--- src/rtl/accel_shot_capture.sv ---
// Accelerometer "shot" detector: per-sample flick magnitude, shot tracking FSM with
// peak/length capture, post-shot holdoff and a freezable peak display.
module accel_shot_capture #(
  parameter int unsigned NUM_AXES        = 3,
  parameter int unsigned DATA_W          = 16,
  parameter int unsigned TRIG_TH         = 400,
  parameter int unsigned REL_TH          = 200,
  parameter int unsigned END_SAMPLES     = 4,
  parameter int unsigned MAX_SAMPLES     = 255,
  parameter int unsigned HOLDOFF_SAMPLES = 16,
  localparam int unsigned MAG_W          = DATA_W + 3
) (
  input  logic                       clk,
  input  logic                       rst_n,
  input  logic                       s_valid,
  input  logic [NUM_AXES*DATA_W-1:0] s_data,
  input  logic                       freeze,
  output logic [MAG_W-1:0]           mag,
  output logic                       mag_valid,
  output logic [MAG_W-1:0]           disp,
  output logic                       busy,
  output logic                       shot_valid,
  output logic [MAG_W-1:0]           shot_peak,
  output logic [7:0]                 shot_len
);

  localparam int unsigned QW = (END_SAMPLES < 2) ? 1 : $clog2(END_SAMPLES + 1);
  localparam int unsigned HW = (HOLDOFF_SAMPLES < 2) ? 1 : $clog2(HOLDOFF_SAMPLES + 1);

  typedef enum logic [1:0] {StIdle, StTrack, StDone, StHoldoff} state_e;

  // ---------------------------------------------------------------- magnitude stage
  logic [NUM_AXES*DATA_W-1:0] x_prev_q;
  logic                       prev_valid_q;
  logic [MAG_W-1:0]           mag_q, mag_d;
  logic                       mag_valid_q;

  logic signed [DATA_W+1:0] cur_ext, prv_ext, diff;
  logic        [DATA_W:0]   delta;

  // Two guard bits keep x - x_prev exact at the extremes; the abs fits in DATA_W+1 bits.
  always_comb begin
    mag_d   = '0;
    cur_ext = '0;
    prv_ext = '0;
    diff    = '0;
    delta   = '0;
    for (int i = 0; i < NUM_AXES; i++) begin
      cur_ext = {{2{s_data[i*DATA_W+DATA_W-1]}}, s_data[i*DATA_W +: DATA_W]};
      prv_ext = {{2{x_prev_q[i*DATA_W+DATA_W-1]}}, x_prev_q[i*DATA_W +: DATA_W]};
      diff    = cur_ext - prv_ext;
      delta   = (diff[DATA_W:0] ^ {(DATA_W+1){diff[DATA_W+1]}})
              + {{DATA_W{1'b0}}, diff[DATA_W+1]};
      if (prev_valid_q) mag_d = mag_d + {2'b00, delta};
    end
  end

  always_ff @(posedge clk) begin
    if (!rst_n) begin
      x_prev_q     <= '0;
      prev_valid_q <= 1'b0;
      mag_q        <= '0;
      mag_valid_q  <= 1'b0;
    end else begin
      mag_valid_q <= s_valid;
      if (s_valid) begin
        mag_q        <= mag_d;
        x_prev_q     <= s_data;
        prev_valid_q <= 1'b1;
      end
    end
  end

  assign mag       = mag_q;
  assign mag_valid = mag_valid_q;

  // ---------------------------------------------------------------- shot FSM
  state_e           state_q, state_d;
  logic [MAG_W-1:0] peak_q, peak_d;
  logic [7:0]       len_q, len_d;
  logic [QW-1:0]    quiet_q, quiet_d;
  logic [HW-1:0]    hold_q, hold_d;
  logic [MAG_W-1:0] shot_peak_q, shot_peak_d;
  logic [7:0]       shot_len_q, shot_len_d;

  always_comb begin
    state_d     = state_q;
    peak_d      = peak_q;
    len_d       = len_q;
    quiet_d     = quiet_q;
    hold_d      = hold_q;
    shot_peak_d = shot_peak_q;
    shot_len_d  = shot_len_q;
    unique case (state_q)
      StIdle: begin
        if (mag_valid_q && (mag_q >= MAG_W'(TRIG_TH))) begin
          state_d = StTrack;
          peak_d  = mag_q;
          len_d   = 8'd1;
          quiet_d = '0;
        end
      end
      StTrack: begin
        if (mag_valid_q) begin
          len_d   = len_q + 8'd1;
          peak_d  = (mag_q > peak_q) ? mag_q : peak_q;
          quiet_d = (mag_q < MAG_W'(REL_TH)) ? quiet_q + 1'b1 : '0;
          // Results load on entry so they are already valid during the DONE strobe.
          if ((quiet_d == QW'(END_SAMPLES)) || (len_d == 8'(MAX_SAMPLES))) begin
            state_d     = StDone;
            shot_peak_d = peak_d;
            shot_len_d  = len_d;
          end
        end
      end
      StDone: begin
        hold_d  = '0;
        state_d = (HOLDOFF_SAMPLES == 0) ? StIdle : StHoldoff;
      end
      StHoldoff: begin
        if (mag_valid_q) begin
          hold_d = hold_q + 1'b1;
          if (hold_d == HW'(HOLDOFF_SAMPLES)) state_d = StIdle;
        end
      end
      default: state_d = StIdle;
    endcase
  end

  always_ff @(posedge clk) begin
    if (!rst_n) begin
      state_q     <= StIdle;
      peak_q      <= '0;
      len_q       <= '0;
      quiet_q     <= '0;
      hold_q      <= '0;
      shot_peak_q <= '0;
      shot_len_q  <= '0;
    end else begin
      state_q     <= state_d;
      peak_q      <= peak_d;
      len_q       <= len_d;
      quiet_q     <= quiet_d;
      hold_q      <= hold_d;
      shot_peak_q <= shot_peak_d;
      shot_len_q  <= shot_len_d;
    end
  end

  assign busy       = (state_q == StTrack);
  assign shot_valid = (state_q == StDone);
  assign shot_peak  = shot_peak_q;
  assign shot_len   = shot_len_q;

  // ---------------------------------------------------------------- display freeze
  logic             freeze_q;
  logic [MAG_W-1:0] frz_q;

  always_ff @(posedge clk) begin
    if (!rst_n) begin
      freeze_q <= 1'b0;
      frz_q    <= '0;
    end else begin
      freeze_q <= freeze;
      if (freeze && !freeze_q) frz_q <= shot_peak_q;
    end
  end

  // On the rising-edge cycle frz_q is still loading, so show the value being captured.
  assign disp = (freeze && freeze_q) ? frz_q : shot_peak_q;

endmodule

--- config.mk ---
export PLATFORM = sky130hd
export DESIGN_NAME = accel_shot_capture
export DESIGN_NICKNAME = d
export VERILOG_FILES = /design/src/rtl/accel_shot_capture.sv
export SDC_FILE = /design/constraint.sdc
export NUM_CORES = 1
export LEC_CHECK = 0
export ABC_AREA = 1
export BUFFER_PORTS_ARGS = -buffer_cell sky130_fd_sc_hd__buf_2
export CAP_MARGIN = 20
export CORE_MARGIN = 2
export CORE_UTILIZATION = 30
export CTS_CLUSTER_DIAMETER = 200
export DETAILED_ROUTE_END_ITERATION = 10
export GPL_TIMING_DRIVEN = 0
export SLEW_MARGIN = 0
export SYNTH_ARGS = -nofsm -noshare
export SYNTH_HDL_FRONTEND = slang
export SYNTH_SLANG_ARGS = --single-unit
export TNS_END_PERCENT = 1
--- constraint.sdc ---
create_clock -name clk -period 10.8 [get_ports clk]
set_input_delay 2.7 -clock clk [delete_from_list [all_inputs] [get_ports clk]]
set_output_delay 2.7 -clock clk [all_outputs]
set_load 0.1 [all_outputs]
Yosys cells after proc, flatten, opt, wreduce, memory -nomap -nowiden
Cells that the tools add are included.

Register bits: 153. Input port bits: 52. Word-level logic and storage cells: 76.

Add/subtract/negate cells: 11. Magnitude comparators: 3. Eq/ne operators: 11. Mux-type cells: 23. Bitwise operators: 3. Reductions and logical operators: 12.

Operators with widths (number): $mux W19 (6); $add A17 B1 Y17 (3); $sub A16 B16 Y17 (3); $xor A17 B17 Y17 (3); $add A19 B17 Y19 (2); $pmux W19 S2 (1); $ge A19 B9 Y1 const B (1); $gt A19 B19 Y1 (1); $lt A19 B8 Y1 const B (1); $mux W17 (1); $mux W8 (2); $pmux W8 S2 (1); $mux W2 (5); $pmux W5 S2 (1); $mux W3 (3); $add A8 B1 Y8 const B (1); $eq A8 B8 Y1 const B (1); $pmux W2 S4 (1); $ne A2 B2 Y1 const B (3); $pmux W3 S2 (1); $reduce_and A3 Y1 (2); $add A5 B1 Y5 const B (1); $eq A5 B5 Y1 const B (1); $mux W5 (1); 12 further kinds (17).

Logic depth before layout (Yosys ltp)
Word-level depth: 8. Depth in mapped cells: 43.

Worst setup path before layout
OpenSTA, ideal clock, no wires.

Path kind: input to register. Start: input port s_data[16]. End: register mag_q[18], in the netlist mag[18]. Setup time: 0.070 ns. Data arrival time: 7.728 ns. Data required time: 10.730 ns. Setup slack: 3.001 ns. Stages: 42. Cells stage by stage: inv_1 -> ha_1 -> inv_1 -> fa_1 -> nand3_1 -> nand2_1 -> nand2_1 -> nand2_2 -> nand2_2 -> nand2_2 -> nand2_1 -> nand2_2 -> buf_4 -> xor2_1 -> inv_1 -> ha_1 -> nand3_1 -> nor2_1 -> [... 6 more ...] -> a21oi_1 -> o21ai_0 -> nand3_1 -> nand2_1 -> nand3_1 -> a21oi_1 -> nor2_1 -> ha_1 -> nand2_1 -> nor4_1 -> o21ai_0 -> nand2_1 -> nand2_1 -> o211ai_1 -> nand2_1 -> nand2_1 -> nand3_1 -> a21oi_1.

Cells in the longest elaborated chain, start to end: 7.

Ends and longest elaborated chain: start: declaration (line 16) `input logic [NUM_AXES*DATA_W-1:0] s_data,`; $sub A16 B16 Y17 (*) (line 51) `diff = cur_ext - prv_ext;`; $xor A17 B17 Y17 (line 52) `delta = (diff[DATA_W:0] ^ {(DATA_W+1){diff[DATA_W+1]}})`; $add A17 B1 Y17 (*) (line 53) `+ {{DATA_W{1'b0}}, diff[DATA_W+1]};`; $add A19 B17 Y19 (*) (line 54) `if (prev_valid_q) mag_d = mag_d + {2'b00, delta};`; $mux W19 (*) (line 54); $add A19 B17 Y19 (line 54); $mux W19 (*) (line 54); end signal: assignment (line 67) `mag_q <= mag_d;`; end: declaration (line 35) `logic [MAG_W-1:0] mag_q, mag_d;`.

Mark *: on every way between the ends. The rest lies on a longest branch, timed or not. A chain may end at the register's enable or synchronous reset.

Final worst setup path
Start: input port s_data[16]. End: register mag_q[16], in the netlist mag[16].

The elaborated chain is that of the path after synthesis.

==> summary.txt <==
Run status
  • Status: finished, final reports clean

STA
  • Final hold viol count: 0
  • RSZ-0062 raised after global routing: false
  • Setup violators final: 0
  • Fmax: 118.3 MHz
  • Setup tns final: 0 ps
  • Max-slew violation count: 0
  • Worst slew pin tran: 835.7 ps
  • Final min period: 8454 ps
  • Final period util: 78.28%
  • Max transition margin: 44.29%
  • Final Skew: 13.07 ps

Clock network
  • Hold-fix buffers, CTS: 0
  • CTS tree: done
  • Clk buf depth: 2
  • H-tree Lvls: 4
  • Post-CTS sizing: 0
  • CTS Buf Count: 17
  • Clk root buf: clkbuf_16
  • Setup Fix Bufs, Post-CTS: 0
  • Clk Latency, worst-skew pair: 480 ps
  • Worst-path clk slew: 60 ps
  • CTS Sinks: 153

Drt
  • Vias: 14360
  • Initial DRC Count: 940
  • DRC Markers: 0
  • Post-DR wirelength/cell: 13.86 µm
  • Routed wire length: 41630 µm
  • Vias per cell: 4.779
  • Post-route ant nets: 0
  • Drt pass-1 iters: 5

Pwr
  • P_leak: 0.007661 µW
  • Clk pwr share: 21.2%
  • Pwr Density: 187.2 nW/µm²
  • Pwr Total: 2889 µW
  • Flop pwr share: 22.4%
  • Total internal power: 1414 µW
  • Sw Pwr: 1475 µW
  • Comb power frac: 56.4%
  • Switching power share of the total: 51.05%
  • Worst IR Drop VDD: 0.0001790 V

Final layout
  • Multi-input combinational cell area: 8959 µm²
  • Ant diodes: 0
  • Fraction of layout instances using a drive strength above 1: 9.121%
  • Layout fillers: 4920
  • Layout Area Growth over Synthesis: 14.02%
  • Sequential cell area: 3063 µm²
  • # nets final: 2569

Synth
  • Async set or reset register ratio after synthesis: 0%
  • Synthesized Nets: 2432
  • Post-synthesis cell type count: 48
  • Synth top area cells: dfxtp_1, nand2_1, ha_1, a21oi_1, inv_1
  • Post-synthesis sequential area ratio: 22.63%
  • Cell accounting for the most synthesized area: dfxtp_1
  • Most common cell in the netlist: nand2_1
  • Yosys Warn Count: 0
  • Yosys top cell area share: 22.63%
  • Leading cell types by count after synthesis: nand2_1, inv_1, a21oi_1
  • Syn avg cell area: 5.983 µm²
  • Seq cells post-synth: 153
  • Synth Flop Type: dfxtp_1
  • Number of flops mapped to enable cells by yosys: 0
  • Post-Synthesis Cell Area: 13530 µm²
  • Mapped Cells: 2262

Floorplan
  • Floorplan Core Area: 44410 µm²
  • DIE AREA: 46830 µm²
  • Die Ht: 216.4 µm
  • I/O pin total: 120
  • Die X-Extent: 216.4 µm
  • Initial Util: 30.47%
  • Row Count: 77

Worst setup path
  • Critical Path AT: 8800 ps
  • Critical path startpoint: s_data[16]
  • FF-to-FF Start: x_prev_q[16]
  • CP peak stage delay: 410 ps
  • Crit path required time: 11150 ps
  • Crit-path max FO: 10
  • Worst Setup End Kind: flop
  • CP startpoint kind: input pin
  • Crit path kind: in -> reg
  • CP max stage cell: fa_1
  • Top cell by count, worst path: nand2_1

Hold path
  • Hold Path Origin: x_prev_q[12]
  • Hold Crit Class: reg -> reg

Global route
  • GRT Total Usage: 18.02%
  • Number of global-route vias before repair: 13450
  • GRT overflow: 0
  • First-pass GRT wire length: 68150 µm
  • Initial antenna violation count: 1
  • Largest net degree at the start of global routing: 17

Placement
  • Gpl congestion: 0.9089
  • Post-DP HPWL: 33560 µm
  • # port buffers: 118

Flow run
  • Max-Cap Viols: 0
[critical path, delay by kind of cell]
family	cells	cell delay, ps
adder cells (fa/ha/maj)	5	1420
AO/OA/AOI/OAI	11	1960
buffers and inverters	6	560
XOR/XNOR	2	330
AND/OR/NAND/NOR	17	1820
[stage by stage]
stage / util (%) / hold slack, ps / instance area (µm²) / setup WS [ps] / std cells
CTS: 34.75 / 463.3 / 15430 / 2415 / 3004
finish: 34.75 / 458.9 / 15430 / 2346 / 3004
detailed placement: 33.47 / 453.1 / 14870 / 1911 / 2972
floorplan: - / 433.3 / 13530 / 3001 / 2262
global placement: 33.47 / 446.0 / 14870 / 1964 / 2972
global route: 34.75 / 473.5 / 15430 / 1705 / 3004
[registers in the layout (all words and copies together), names as in the netlist]
register and cells:
x_prev_q 48, mag_valid 1, frz_q 19, peak_q 19
quiet_q 3, freeze_q 1, prev_valid_q 1, state_q 2
shot_len 8, mag 19, len_q 8, hold_q 5
shot_peak 19
[layout by cell type (no fill, tap or decap), drive strengths merged, types with 2 or more instances in the layout]
| master | n |
|---|---|
| nor3b | 2 |
| a21oi | 249 |
| a22oi | 2 |
| a31oi | 2 |
| dfxtp | 153 |
| xor2 | 35 |
| nor3 | 19 |
| nand2 | 650 |
| xnor2 | 19 |
| nor2 | 237 |
| o21a | 3 |
| clkbuf | 74 |
| or2 | 11 |
| nand3b | 13 |
| nand3 | 151 |
| inv | 328 |
| clkinv | 5 |
| o21bai | 5 |
| nand2b | 2 |
| nor4 | 4 |
| o21ai | 140 |
| buf | 132 |
| nand4 | 26 |
| ha | 113 |
| o211ai | 3 |
| and2 | 8 |
| a211oi | 11 |
| o31ai | 3 |
| fa | 5 |
[kinds of logic (layout without fill, tap and decap cells)]
kind of cell / after synthesis / after routing / synth area share [%]
AND/OR/NAND/NOR: 1123 / 1123 / 35.13
AO/OA/AOI/OAI: 422 / 422 / 16.31
buffers and inverters: 391 / 541 / 11.18
flip-flops: 153 / 153 / 22.63
adder cells (fa/ha/maj): 118 / 118 / 11.19
XOR/XNOR: 54 / 54 / 3.494
multiplexers: 1 / 1 / 0.07396
[power groups by stage]
| stage | Combinational (µW) | Sequential, µW | Clock [µW] |
|---|---|---|---|
| after CTS | 1620 | 648 | 633 |
| after detailed placement | 1610 | 660 | 0 |
| after global placement | 1600 | 659 | 0 |
| after global routing | 1830 | 654 | 649 |
| after floorplan | 1150 | 721 | 0 |
| final | 1630 | 647 | 612 |
[final cells by class]
| type | instances | area share (%) |
|---|---|---|
| Timing Repair Buffer | 118 | 3.827 |
| Buffer | 69 | 1.970 |
| Inverter | 322 | 7.832 |
| Multi-Input combinational cell | 1718 | 58.05 |
| Clock buffer | 19 | 2.805 |
| Tap cell | 592 | 4.800 |
| Clock inverter | 13 | 0.8675 |
| Sequential cell | 153 | 19.85 |
[metal layers]
layer	share of wire, %	routed length [µm]	global-route usage [%]
met1	47	19640	22.96
met2	48	20000	31.38
met3	3.2	1349	2.793
met4	1.5	633	5.068
met5	0	0	0
[final timing paths]
path	end	slack [ps]	cells after the start
worst max-delay path	mag[16]	2350	41
worst min-delay path	x_prev_q[12]	460	2
worst max register to register	mag[16]	4420	39
worst min register to register	x_prev_q[12]	460	2
(Power assumes the default switching activity.)
